<file path="src/rtl/aleb_seq_cmp_ctrl.sv">
// ---------------------------------------------------------------------------
// aleb_seq_cmp_ctrl
//
// Multi-cycle sequencer for an N-bit unsigned A<=B / A<B compare. One
// external 2-bit ripple slice (LE = maj(~A1, B1, maj(~A0, B0, CI))) is reused
// for WIDTH/2 cycles, LSB pair first. The slice's LE output becomes the carry
// for the next pair, so the MSB pair is examined last and dominates.
//
// Ports
//   CLK        rising-edge clock
//   RST        synchronous reset, active-high
//   IN_VALID   request valid
//   IN_READY   block can accept a request (high only in IDLE)
//   IN_A/IN_B  unsigned operands, WIDTH bits
//   IN_LT      1 = strict A<B, 0 = A<=B
//   OUT_VALID  result valid, held until OUT_READY
//   OUT_READY  consumer accepts result
//   RESULT     compare result
//   SA0/SA1    slice A bits (driven only in RUN, 0 otherwise)
//   SB0/SB1    slice B bits (driven only in RUN, 0 otherwise)
//   SCI        slice carry-in (driven only in RUN, 0 otherwise)
//   SLE        slice LE output, sampled only in RUN
//
// Timing: accept at edge T, OUT_VALID after edge T+N, earliest re-accept at
// edge T+N+2 (one compare per N+2 cycles when the consumer never stalls).
// ---------------------------------------------------------------------------
module aleb_seq_cmp_ctrl #(
    parameter int unsigned WIDTH = 16
) (
    input  logic             CLK,
    input  logic             RST,
    input  logic             IN_VALID,
    output logic             IN_READY,
    input  logic [WIDTH-1:0] IN_A,
    input  logic [WIDTH-1:0] IN_B,
    input  logic             IN_LT,
    output logic             OUT_VALID,
    input  logic             OUT_READY,
    output logic             RESULT,
    output logic             SA0,
    output logic             SA1,
    output logic             SB0,
    output logic             SB1,
    output logic             SCI,
    input  logic             SLE
);

    localparam int unsigned N    = WIDTH / 2;
    localparam int unsigned CNTW = $clog2(N) + 1;

    // Reject odd or out-of-range widths at elaboration.
    if (((WIDTH % 2) != 0) || (WIDTH < 2) || (WIDTH > 64)) begin : g_bad_width
        $error("aleb_seq_cmp_ctrl: WIDTH must be even and in 2..64");
    end

    localparam logic [CNTW-1:0] LAST_STEP = CNTW'(N - 1);

    typedef enum logic [1:0] {
        IDLE = 2'd0,
        RUN  = 2'd1,
        DONE = 2'd2
    } state_t;

    state_t           state;
    logic [CNTW-1:0]  step_cnt;
    logic [WIDTH-1:0] shift_a;
    logic [WIDTH-1:0] shift_b;
    logic             carry;
    logic             result_q;
    logic             out_valid_q;
    logic             in_ready_q;

    // Sequencer: state, operand shifters, running carry and all outputs.
    // The carry is cleared when RUN ends (its final value moves to result_q),
    // and the shifters zero-fill to empty by the end of RUN, so the slice
    // drive bits read straight from registers and are 0 outside RUN.
    always_ff @(posedge CLK) begin
        if (RST) begin
            state       <= IDLE;
            step_cnt    <= '0;
            shift_a     <= '0;
            shift_b     <= '0;
            carry       <= 1'b0;
            result_q    <= 1'b0;
            out_valid_q <= 1'b0;
            in_ready_q  <= 1'b1;
        end else begin
            unique case (state)
                IDLE: begin
                    if (IN_VALID && in_ready_q) begin
                        shift_a    <= IN_A;
                        shift_b    <= IN_B;
                        carry      <= ~IN_LT;
                        step_cnt   <= '0;
                        in_ready_q <= 1'b0;
                        state      <= RUN;
                    end
                end

                RUN: begin
                    shift_a  <= shift_a >> 2;
                    shift_b  <= shift_b >> 2;
                    step_cnt <= step_cnt + CNTW'(1);
                    if (step_cnt == LAST_STEP) begin
                        // Final pair: its LE is the answer.
                        result_q    <= SLE;
                        carry       <= 1'b0;
                        out_valid_q <= 1'b1;
                        state       <= DONE;
                    end else begin
                        carry <= SLE;
                    end
                end

                DONE: begin
                    if (OUT_READY) begin
                        result_q    <= 1'b0;
                        out_valid_q <= 1'b0;
                        in_ready_q  <= 1'b1;
                        state       <= IDLE;
                    end
                end

                default: begin
                    state       <= IDLE;
                    step_cnt    <= '0;
                    shift_a     <= '0;
                    shift_b     <= '0;
                    carry       <= 1'b0;
                    result_q    <= 1'b0;
                    out_valid_q <= 1'b0;
                    in_ready_q  <= 1'b1;
                end
            endcase
        end
    end

    assign IN_READY  = in_ready_q;
    assign OUT_VALID = out_valid_q;
    assign RESULT    = result_q;
    assign SA0       = shift_a[0];
    assign SA1       = shift_a[1];
    assign SB0       = shift_b[0];
    assign SB1       = shift_b[1];
    assign SCI       = carry;

endmodule

</file>
<file path="config.mk">
export PLATFORM = sky130hd
export DESIGN_NAME = aleb_seq_cmp_ctrl
export DESIGN_NICKNAME = d
export VERILOG_FILES = /design/src/rtl/aleb_seq_cmp_ctrl.sv
export SDC_FILE = /design/constraint.sdc
export NUM_CORES = 1
export LEC_CHECK = 0
export BUFFER_PORTS_ARGS = -buffer_cell sky130_fd_sc_hd__buf_2
export CAP_MARGIN = 5
export CORE_MARGIN = 1.5
export CORE_UTILIZATION = 25
export CTS_CLUSTER_DIAMETER = 60
export CTS_CLUSTER_SIZE = 10
export DETAILED_ROUTE_END_ITERATION = 8
export PLACE_DENSITY_LB_ADDON = 0.3
export REMOVE_ABC_BUFFERS = 1
export SETUP_SLACK_MARGIN = 0.15
export SYNTH_ARGS = -nofsm -noshare
export SYNTH_HDL_FRONTEND = slang
export SYNTH_SLANG_ARGS = --single-unit
</file>
<file path="constraint.sdc">
create_clock -name CLK -period 2.4 [get_ports CLK]
set_input_delay 0.12 -clock CLK [delete_from_list [all_inputs] [get_ports CLK]]
set_output_delay 0.12 -clock CLK [all_outputs]
set_load 0.1 [all_outputs]
</file>
After elaboration in Yosys (flattened, before gate mapping). Index checks and enable logic that the tools add are counted.

Register bits: 42. Bits of input ports: 38. Output and inout bits: 8. Word-level logic and storage cells: 46.

$add $sub $neg: 1. Equal/unequal tests: 6. Multiplexer cells: 21. Bitwise operators: 4. Reductions and logical operators: 6.

Operators with widths (number): $pmux 16 s3 (2); $mux 16 (2); $pmux 1 s3 (4); $pmux 4 s3 (1); $reduce_and 3->1 (3); $mux 1 (7); $mux 2 (3); $ne 2x2->1 const B (3); $pmux 2 s3 (1); $add 4x1->4 const B (1); $eq 4x3->1 const B (1); $mux 4 (1); $not 1->1 (4); $eq 2x1->1 const B (1); $eq 2x2->1 const B (1); $logic_not 2->1 (1); $reduce_and 2->1 (1); $logic_and 1x1->1 (1).

Longest topological paths before layout.
Word-level depth: 3. Mapped depth: 6. Gate-level depth less buffers: 4.

Worst setup path after synthesis. OpenSTA, ideal clock, no wires.

Path kind: register to register. Start point: register in_ready_q, in the netlist IN_READY. End point: register shift_a[10]. Library setup time: 0.096 ns. Data arrival time: 1.926 ns. Data required time: 2.304 ns. Slack: 0.378 ns. Cell stages (with the launch flop): 7. Path buffers: 3. Period minus slack after synthesis: 2.022 ns. Cells stage by stage: dfxtp_1 -> and3b_1 -> buf_6 -> nor2_4 -> buf_6 -> buf_6 -> o41ai_2.

Word-level cells in the longest chain between the ends: 3.

Ends and longest elaborated chain: from (decl) (line 71) `logic in_ready_q;`; from (signal assigned) (line 86) `in_ready_q <= 1'b1;`; from (signal assigned) (line 95) `in_ready_q <= 1'b0;`; from (signal assigned) (line 119) `in_ready_q <= 1'b1;`; $logic_and 1x1->1 (line 90) `if (IN_VALID && in_ready_q) begin`; $ne 2x2->1 (no line); $reduce_and 2->1 (no line); to (signal assigned) (line 101) `shift_a <= shift_a >> 2;`; to (decl) (line 66) `logic [WIDTH-1:0] shift_a;`.

No other way between the ends. A chain may end at the register's enable or synchronous reset.

Worst setup path in the final report.
Start point: register state[1]. End point: register step_cnt[3].

Word-level cells in the longest chain between the ends: 3. Elaborated cells on any way between the ends: 7. Those cells by class: 3 x eq/ne; 1 x mux; 1 x bitwise; 2 x reduce/logical.

Ends and longest elaborated chain: from (decl) (line 64) `state_t state;`; from (signal assigned) (line 79) `state <= IDLE;`; from (signal assigned) (line 96) `state <= RUN;`; from (signal assigned) (line 109) `state <= DONE;`; $logic_not 2->1 / $eq 2x2->1 (equally long branches) (line 88) `unique case (state)`; $ne 2x2->1 (no line) / $not 1->1 (equally long branches); $reduce_and 2->1 (no line); to (signal assigned) (line 103) `step_cnt <= step_cnt + CNTW'(1);`; to (decl) (line 65) `logic [CNTW-1:0] step_cnt;`.

Parallel ways exist; a longest one is shown, timed or not.

==> key figures <==
Synthesis
  – Synth async-reset ratio: 0%
  – Top FF cell, synth: dfxtp_1
  – Simple-gate share of the synthesized area: 17.04%
  – Post-synthesis adder-cell area fraction: 0.5938%
  – Sequential-to-total area share from yosys stat: 39.90%
  – Post-Synthesis Cells: 208
  – Synth Area per Inst: 10.13 sq um
  – Mapped Area: 2107 sq um
  – Seq cells post-synth: 42
  – Yosys cell types: 35
  – Largest family of logic cells by synthesized area: compound AO/OA/AOI/OAI gates
  – Number of synthesized flops with an enable pin: 0
  – Compound-cell area share of the yosys netlist: 19.95%
  – Yosys warnings: 0
  – Post-Synth XOR/XNOR Area: 0%
  – Mux contribution to synthesized area: 15.20%

Timing
  – Fmax: 574.1 MHz
  – RSZ-0062 raised after global routing: false
  – Final-report hold violation count: 0
  – Post-route minimum period: 1.742 ns
  – Clock Skews: 0.002206 ns
  – Period utilization: 72.57%
  – Slew HR: 45.28%
  – Slew Limit Fails: 0
  – Final Setup Violations: 0
  – Slew @ Worst Pin: 0.8189 ns
  – Sum Neg Setup Slack: 0 ns

Setup path
  – Crit path capture type: flip-flop
  – Crit Path Class: reg2reg
  – CP max FO: 29
  – Worst endpoint required time: 2.63 ns
  – CP startpoint kind: flip-flop
  – R2R setup slack: 0.66 ns
  – Max incr delay on CP: 0.63 ns
  – CP cell instances: and3b_1 > nor2_4 > a311o_1
  – Slowest cell on crit path: nor2_4
  – Crit path arrival time: 1.97 ns
  – Family with the most delay on the worst path: simple AND/OR/NAND/NOR gates
  – Worst path bufs/invs: 0

Outcome
  – Status: finished clean

Clock network
  – Postcts setup bufs: 0
  – CTS Buf Count: 5
  – Clk Latency, worst-skew pair: 0.29 ns
  – CTS max path bufs: 2
  – Post-cts sizing count: 0
  – Clk sinks: 42
  – CTS tree: done
  – Clock transition at the registers of the reported paths: 0.07 ns
  – CTS HTree Levels: 2
  – Hold buffer count at cts: 0
  – CTS Root Cell: clkbuf_8

Power
  – Seq pwr share: 49.2%
  – Pwr Density: 647.1 nW/um^2
  – Pint: 1.099 mW
  – Switching Fraction: 31.09%
  – Combinational Power Share: 22.8%
  – Switch Pwr: 495.8 uW
  – Maximum vdd drop: 208.1 uV
  – Clock Power Share: 28.0%
  – Leak Pwr: 0.9644 nW

Die
  – DIE HEIGHT: 94.81 microns
  – Initial core utilization: 25.77%
  – Die Span X: 94.81 microns
  – FP Rows: 33
  – Die Area: 8988 sq um
  – Ports: 46
  – Core area: 8175 sq um

Global route
  – Grt ovf: 0
  – Vias in the first global route: 1,683
  – First-pass GRT wire length: 8411 microns
  – Initial antenna violation count: 0
  – All-layer global routing usage: 12.04%
  – Largest net degree at the start of global routing: 34

Drt
  – DRC viols: 0
  – Drt wl/cell: 15.57 microns
  – ANT nets after route: 0
  – Via count: 1,778
  – Via/cell ratio: 5.169
  – Initial DRC count: 161
  – DRT Pass-1 Iters: 4
  – Routed WL: 5356 microns

Placed design
  – IO buf count: 45
  – GPL Wtd Cong: 0.6952
  – DP Cell Count: 338
  – HPWL after DPL: 3423 microns

Final layout
  – Final Instance Count excl. Fillers: 344
  – Leading cell type in the layout, fill and taps excluded: buf_2
  – Most frequent cells in the layout: buf_2, dfxtp_1, mux2i_1
  – # nets final: 279
  – Final Util: 30.15%
  – Area grow syn2layout: 16.98%
  – Share of cells above drive strength 1: 30.13%
  – Inserted Diodes: 0

Flow run
  – Max-cap violations: 0

Hold path
  – Worst Hold Class: in2reg
==> power by group through the flow <==
stage                     registers (mW)  clock network [mW]  logic [mW]
after floorplan                    0.886                   0       0.165
final                              0.785               0.446       0.364
after global placement             0.799                   0       0.368
after detailed placement           0.801                   0       0.368
after global routing               0.791               0.501       0.393
after CTS                          0.784               0.472       0.369
==> registers in the layout, summed over array words and instances, names as in the netlist <==
register,cells
shift_a,16
shift_b,16
step_cnt,4
state,2
IN_READY,1
OUT_VALID,1
RESULT,1
SCI,1
==> metal layers <==
layer,global-route usage (%),vias up,wire [microns]
met2,17.62,42,2390
met4,3.109,0,53
met1,17.23,849,2623
met3,3.301,5,289
li1,-,882,-
met5,0,-,0
==> cell type report <==
class,instances,area (sq um)
fillers,886,5710
multi-input cells,135,1112
flip-flops and latches,42,842.1
repair buffers,53,285.3
well taps,105,131.4
clock buffers,6,82.58
inverters,3,11.26
==> logic make-up after synthesis <==
family,count (synthesis)
AO/OA/AOI/OAI,43
flip-flops,42
adder cells (fa/ha/maj),1
multiplexers,32
AND/OR/NAND/NOR,59
buffers and inverters,31
==> per-stage QoR <==
stage / power [mW] / setup slack (ns) / instance area [sq um] / hold WS [ns]
final: 1.595 / 0.6583 / 2465 / 0.1217
after floorplan: 1.051 / -0.3136 / 1964 / 0.1891
after CTS: 1.626 / 0.6342 / 2465 / 0.1173
after global routing: 1.685 / 0.5624 / 2465 / 0.1221
after global placement: 1.167 / 0.6972 / 2382 / 0.4104
after detailed placement: 1.169 / 0.6583 / 2382 / 0.4319
==> path summary, 6_finish.rpt <==
check                                    to      start  cells past startpoint
worst max-delay path            step_cnt[3]   state[1]                      3
worst min-delay path            shift_b[14]   IN_B[14]                      3
worst max register to register  step_cnt[3]   state[1]                      3
worst min register to register    OUT_VALID  OUT_VALID                      2
==> cells in the mapped netlist, drive strengths merged, types with 2 or more instances <==
cell / number / area share, %
mux2i: 32 / 15
nand2b: 2 / 0.59
inv: 3 / 0.53
buf: 15 / 4.5
dfxtp: 42 / 40
nor2: 7 / 1.6
nand3b: 2 / 0.71
o41ai: 29 / 16
and3b: 2 / 0.83
a31oi: 2 / 0.59
o21ai: 2 / 0.48
clkbuf: 13 / 2.3
nand2: 4 / 0.71
and4: 2 / 0.83
a21oi: 5 / 1.2
nor3: 4 / 0.95
nand4: 29 / 8.6
==> worst register-to-register path, cell delays in order, from the launching register on <==
cell and delay (ns):
dfxtp_1 0.52, and3b_1 0.27, nor2_4 0.63, a311o_1 0.28
Note: power is estimated with default switching activity, not from simulation.
